[config.mk]
export PLATFORM = sky130hd
export DESIGN_NAME = progressbar_ovl
export DESIGN_NICKNAME = d
export VERILOG_FILES = /design/src/rtl/ovl_pkg.sv /design/src/rtl/ovl_raster_cnt.sv /design/src/rtl/progressbar_ovl.sv
export SDC_FILE = /design/constraint.sdc
export NUM_CORES = 1
export LEC_CHECK = 0
export ABC_CLOCK_PERIOD_IN_PS = 4000
export BUFFER_PORTS_ARGS = -buffer_cell sky130_fd_sc_hd__buf_2
export CORE_MARGIN = 2
export CORE_UTILIZATION = 30
export CTS_BUF_LIST = sky130_fd_sc_hd__clkbuf_8
export CTS_CLUSTER_DIAMETER = 60
export DETAILED_ROUTE_END_ITERATION = 8
export SLEW_MARGIN = 20
export SYNTH_ARGS = -nofsm -noshare
export SYNTH_HDL_FRONTEND = slang
export SYNTH_SLANG_ARGS = --single-unit
export TNS_END_PERCENT = 30
[constraint.sdc]
create_clock -name clk -period 4 [get_ports clk]
set_input_delay 0.4 -clock clk [delete_from_list [all_inputs] [get_ports clk]]
set_output_delay 0.4 -clock clk [all_outputs]
set_load 0.01 [all_outputs]
[src/rtl/ovl_pkg.sv]
// ovl_pkg: shared types, geometry constants and helpers for video overlays
package ovl_pkg;

    typedef enum logic {
        CALC,
        LATCH
    } calc_state_t;

    localparam int BORDER_W = 1;
    localparam int GAP_W    = 1;
    localparam int RASTER_W = 11;

    function automatic int fill_width(input int bar_w);
        return $clog2(bar_w) + 1;
    endfunction

endpackage

[src/rtl/ovl_raster_cnt.sv]
// ovl_raster_cnt: horizontal/vertical raster counters derived from blanking signals
module ovl_raster_cnt
    import ovl_pkg::*;
(
    input  logic                clk,
    input  logic                reset_n,
    input  logic                ce_pix,
    input  logic                hblank,
    input  logic                vblank,
    output logic [RASTER_W-1:0] h_cnt,
    output logic [RASTER_W-1:0] v_cnt,
    output logic                vblank_rise
);

    logic hblank_q;
    logic vblank_q;

    assign vblank_rise = vblank & ~vblank_q;

    // counters advance only on pixel-enable ticks; vblank clears the line count ahead of any increment
    always_ff @(posedge clk or negedge reset_n) begin
        if (!reset_n) begin
            hblank_q <= 1'b0;
            vblank_q <= 1'b0;
            h_cnt    <= '0;
            v_cnt    <= '0;
        end else if (ce_pix) begin
            hblank_q <= hblank;
            vblank_q <= vblank;
            h_cnt    <= hblank ? '0 : h_cnt + 1'b1;
            v_cnt    <= vblank ? '0 : (hblank & ~hblank_q) ? v_cnt + 1'b1 : v_cnt;
        end
    end

endmodule

[src/rtl/progressbar_ovl.sv]
// progressbar_ovl: parametrised progress-bar overlay with divider-free fill computation
module progressbar_ovl
    import ovl_pkg::*;
#(
    parameter int CNT_W       = 25,
    parameter int BAR_W       = 128,
    parameter int BAR_H       = 8,
    parameter int X_OFFSET    = 68,
    parameter int Y_OFFSET    = 20,
    parameter bit REVERSE     = 1'b0,
    parameter int HOLD_FRAMES = 0
) (
    input  logic                          clk,
    input  logic                          reset_n,
    input  logic                          ce_pix,
    input  logic                          hblank,
    input  logic                          vblank,
    input  logic                          enable,
    input  logic [CNT_W-1:0]              current,
    input  logic [CNT_W-1:0]              max,
    output logic                          pix,
    output logic                          de,
    output logic [fill_width(BAR_W)-1:0]  fill
);

    localparam int FW = fill_width(BAR_W);
    localparam int SH = $clog2(BAR_W);

    localparam logic [RASTER_W-1:0] B_W   = RASTER_W'(BORDER_W);
    localparam logic [RASTER_W-1:0] BOX_R = RASTER_W'(BAR_W + 4);
    localparam logic [RASTER_W-1:0] BOX_B = RASTER_W'(BAR_H - 1);
    localparam logic [RASTER_W-1:0] IN_L  = RASTER_W'(BORDER_W + GAP_W);
    localparam logic [RASTER_W-1:0] IN_R  = RASTER_W'(BORDER_W + GAP_W + BAR_W);
    localparam logic [RASTER_W-1:0] IN_B  = RASTER_W'(BAR_H - BORDER_W - GAP_W);

    calc_state_t       state, state_nx;
    logic [CNT_W:0]    acc, acc_nx, acc_sum;
    logic [FW-1:0]     iter, iter_nx, fill_nx;
    logic [CNT_W-1:0]  step;

    // one step is 1/BAR_W of full scale; counting steps that fit under current gives the fill
    assign step    = max >> SH;
    assign acc_sum = acc + {1'b0, step};

    // fill calc state, accumulator and latched result
    always_ff @(posedge clk or negedge reset_n) begin
        if (!reset_n) begin
            state <= CALC;
            acc   <= '0;
            iter  <= '0;
            fill  <= '0;
        end else begin
            state <= state_nx;
            acc   <= acc_nx;
            iter  <= iter_nx;
            fill  <= fill_nx;
        end
    end

    // next-state: accumulate steps until they overshoot current or the bar is full
    always_comb begin
        state_nx = state;
        acc_nx   = acc;
        iter_nx  = iter;
        fill_nx  = fill;
        if (state == LATCH) begin
            state_nx = CALC;
        end else if (step == '0) begin
            fill_nx = (current >= max) ? FW'(BAR_W) : '0;
            acc_nx  = '0;
            iter_nx = '0;
        end else if (acc_sum > {1'b0, current} || iter == FW'(BAR_W)) begin
            fill_nx  = iter;
            acc_nx   = '0;
            iter_nx  = '0;
            state_nx = LATCH;
        end else begin
            acc_nx  = acc_sum;
            iter_nx = iter + 1'b1;
        end
    end

    logic [RASTER_W-1:0] h_cnt, v_cnt;
    logic                vblank_rise;

    ovl_raster_cnt u_raster (
        .clk         (clk),
        .reset_n     (reset_n),
        .ce_pix      (ce_pix),
        .hblank      (hblank),
        .vblank      (vblank),
        .h_cnt       (h_cnt),
        .v_cnt       (v_cnt),
        .vblank_rise (vblank_rise)
    );

    logic [7:0] hold;
    logic       visible;

    assign visible = enable | (hold != '0);

    // hold-off counter reloads while enabled and drains once per frame afterwards
    always_ff @(posedge clk or negedge reset_n) begin
        if (!reset_n)
            hold <= '0;
        else if (ce_pix && vblank_rise)
            hold <= enable ? 8'(HOLD_FRAMES) : (hold != '0) ? hold - 1'b1 : hold;
    end

    logic [RASTER_W-1:0] hc, vc, f;
    logic                in_box, border, in_fill, fill_px, pix_d, de_d, blank;

    // unsigned wrap makes positions left of / above the box fall outside it
    assign hc      = h_cnt - RASTER_W'(X_OFFSET);
    assign vc      = v_cnt - RASTER_W'(Y_OFFSET);
    assign f       = hc - IN_L;
    assign in_box  = (hc <= BOX_R) && (vc <= BOX_B);
    assign border  = (vc < B_W) || (vc > BOX_B - B_W) || (hc < B_W) || (hc > BOX_R - B_W);
    assign in_fill = (hc >= IN_L) && (hc < IN_R) && (vc >= IN_L) && (vc < IN_B);
    assign fill_px = REVERSE ? (f >= RASTER_W'(BAR_W) - RASTER_W'(fill)) : (f < RASTER_W'(fill));
    assign blank   = hblank | vblank;
    assign pix_d   = visible & in_box & (border | (in_fill & fill_px));
    assign de_d    = visible & in_box;

    // overlay outputs lag the counters by one pixel and are dark during blanking
    always_ff @(posedge clk or negedge reset_n) begin
        if (!reset_n) begin
            pix <= 1'b0;
            de  <= 1'b0;
        end else if (ce_pix) begin
            pix <= pix_d & ~blank;
            de  <= de_d & ~blank;
        end
    end

endmodule

==> metrics.txt <==
IO Count 66; row cnt between 50 and 60; ranking of synthesized cells by area dfrtp_1 29%, ha_1 18%, inv_1 4.5%; FF-to-FF End iter[2]; leading area contributor after synthesis dfrtp_1; average size of a mapped cell 8.56 um^2; cell area after placement 7870 um^2; routed wire length around 18 mm; ANT cells 0; Core Area 21,900 um^2; vias per cell 4.98; final setup fails 30; synthesized area roughly 6700 um^2; # H-tree levels 3; Via Count 6,048; Layout Area Growth over Synthesis 25.3%; worst-path fanout max 7; violated checks negative setup slack; largest net degree at the start of global routing 78; initial core utilization a little under a third; Synth top area share 28.8%; # placed instances 1,183; hold_buf cts 0; Die W 153 um; post-route cell area 8390 um^2; Primary FF master, synth dfrtp_1; Sink Count 77; Clock Skew between 10 and 15 ps; worst r2r src acc[0]; Pwr Density ~630 nW/um^2; post-route ant nets 0; Post-synth top cells 94 x ha_1, 80 x inv_1, 77 x dfrtp_1, 58 x nor2_1; final worst-path cycle share 104%; Max-slew headroom between 50% and 60%; DIE HEIGHT 153 um; crit path to iter[2]; first-pass GRT wire length 30.3 mm; CP Capture Type flip-flop; Final WS setup -154 ps; Cell variety after synth just over 70; Pleak 4.09 nW; die area 23,500 um^2; worst-skew pair later-pin latency between 300 and 400 ps; WL/cell between 10 and 15 um; initial antenna violation count 0; Detailed Place HPWL 13.8 mm; Hold WC Path Type primary input to asynchronous set/reset pin; Seq/Total Area, Yosys between 20 and 30%; R2R cell count 20; most frequent cell after synthesis ha_1; Max Cap Viol 0; vias in the first global route 6,019; Remaining DRCs 0; GP Congestion 0.878; post-synthesis async set-or-reset flop share 100%; GRT Total Usage 15.7%; highest clock rate 241 MHz; CTS tree yes; Max VDD drop 0.198 mV; CP startpoint kind flip-flop; EDFF count, synth 0; share of layout cells above drive strength 1 23.4%; drt initial violations 286; Post-Layout Cell Count 1,214; Synth Instances 782; port bufs between 60 and 70; critical path arrival 4450 ps; Clock Path Buffers 2; Clock transition at path regs around 90 ps; post-layout min period 4150 ps; Slew Viols, Final 0; RSZ-0062 raised after global routing true; status finished, violations left; clk root buf clkbuf_8; Setup Crit Path Kind flip-flop to flip-flop; yosys warns 0; syn_nets a little over 900; reg2reg setup slack -150 ps; #FFs+latches synth 77; Critical Path RT 4290 ps; Critical path origin acc[0]; Hold Fails Final Rpt 0; nets@finish 1,080; drt first pass iters 4; Slew @ Worst Pin 719 ps; cts bufs inserted 9; GRT overflow 0
## critical path, cell delays in order (launching register included)
cell       delay, ps
dfrtp_1          380
ha_2             200
fa_2             230
a211oi_4          80
o21a_1           190
o31a_1           320
o2111ai_2        190
a31oi_2          130
or3b_4           430
xnor2_2          140
ha_2             200
nor4_4           280
o211ai_1         120
o211ai_1         140
o211ai_1         130
o21a_2           280
buf_6            140
nor2_4           200
buf_6            140
nand2_2           40
mux2i_1          120
## state kept, by name, indices dropped and copies added, names as in the netlist
name               count
u_raster.vblank_q      1
pix                    1
iter                   8
u_raster.v_cnt        11
acc                   26
de                     1
state                  1
fill                   8
u_raster.hblank_q      1
hold                   8
u_raster.h_cnt        11
## final cells by class
class / count / area [um^2]
Multi-Input combinational cell: 605 / 4540
Fill cell: 2256 / 13500
Inverter: 80 / 300
Sequential cell: 77 / 1930
Timing Repair Buffer: 156 / 1050
Tap cell: 280 / 350
Clock buffer: 9 / 124
Clock inverter: 7 / 98.8
## cell families after synthesis
logic type	after synthesis	synth area share, %
AND/OR/NAND/NOR	258	20.4
AO/OA/AOI/OAI	194	19.4
buffers and inverters	101	5.93
adder cells (fa/ha/maj)	95	17.9
flip-flops	77	28.8
XOR/XNOR	49	6.41
multiplexers	8	1.23
## repair_timing
action                                  in CTS  in global routing
cloned                                       2                  0
gates resized for setup                     36                 13
setup buffers                               11                  4
endpoints found under the setup margin      42                 42
pin swaps                                   35                 26
## metal layers
layer / up-vias / track usage, % / wire length, um
li1: 3107 / - / -
met1: 2872 / 21.5 / 8790
met2: 57 / 26.3 / 8600
met3: 12 / 1.64 / 298
met4: 0 / 4.33 / 178
met5: - / 0 / 0
## how the worst min path moves through the flow
stage                                   end  depth (start not counted)
final                     u_raster.h_cnt[5]                          1
after global routing      u_raster.h_cnt[5]                          1
after floorplan                      acc[0]                          0
after detailed placement                 de                          1
after CTS                 u_raster.h_cnt[5]                          1
after global placement                   de                          1
## cells in the final DEF (no fill, tap or decap), types with 16 or more instances in the layout
cell type,Yosys,final
buf_4,1,82
nor3_1,19,17
dfrtp_1,77,77
nand2_1,53,51
nand3_1,25,25
ha_1,94,92
xnor2_1,29,27
o21ai_0,37,32
a21oi_1,53,49
buf_2,5,64
inv_1,80,80
a22o_1,30,30
nor2_1,58,55
xor2_1,20,20
nor2b_1,16,16
## power breakdown
| part | switching, mW | leakage (nW) | internal, mW | total, mW |
|---|---|---|---|---|
| Combinational | 1.61 | 2.99 | 1.73 | 3.34 |
| Clock | 0.327 | 0.115 | 0.356 | 0.683 |
| Sequential | 0.234 | 0.985 | 1.02 | 1.25 |
| Total | 2.17 | 4.09 | 3.11 | 5.28 |
## metrics by stage
| step | total power [mW] | util (%) | worst slack (ps) | setup TNS (ps) | hold slack [ps] |
|---|---|---|---|---|---|
| 6_report | 5.28 | 38.3 | -154 | -2880 | 52.2 |
| 5_1_grt | 5.79 | 38.3 | -377 | -11930 | 94.5 |
| 4_1_cts | 5.18 | 38.0 | -221 | -4220 | 223 |
| 3_5_place_dp | 4.25 | 35.9 | -596 | -20990 | 473 |
| 3_3_place_gp | 4.20 | 35.9 | -491 | -15910 | 462 |
| 2_1_floorplan | 3.12 | - | -3.58 | -3.58 | 104 |
(Power assumes the default switching activity.)
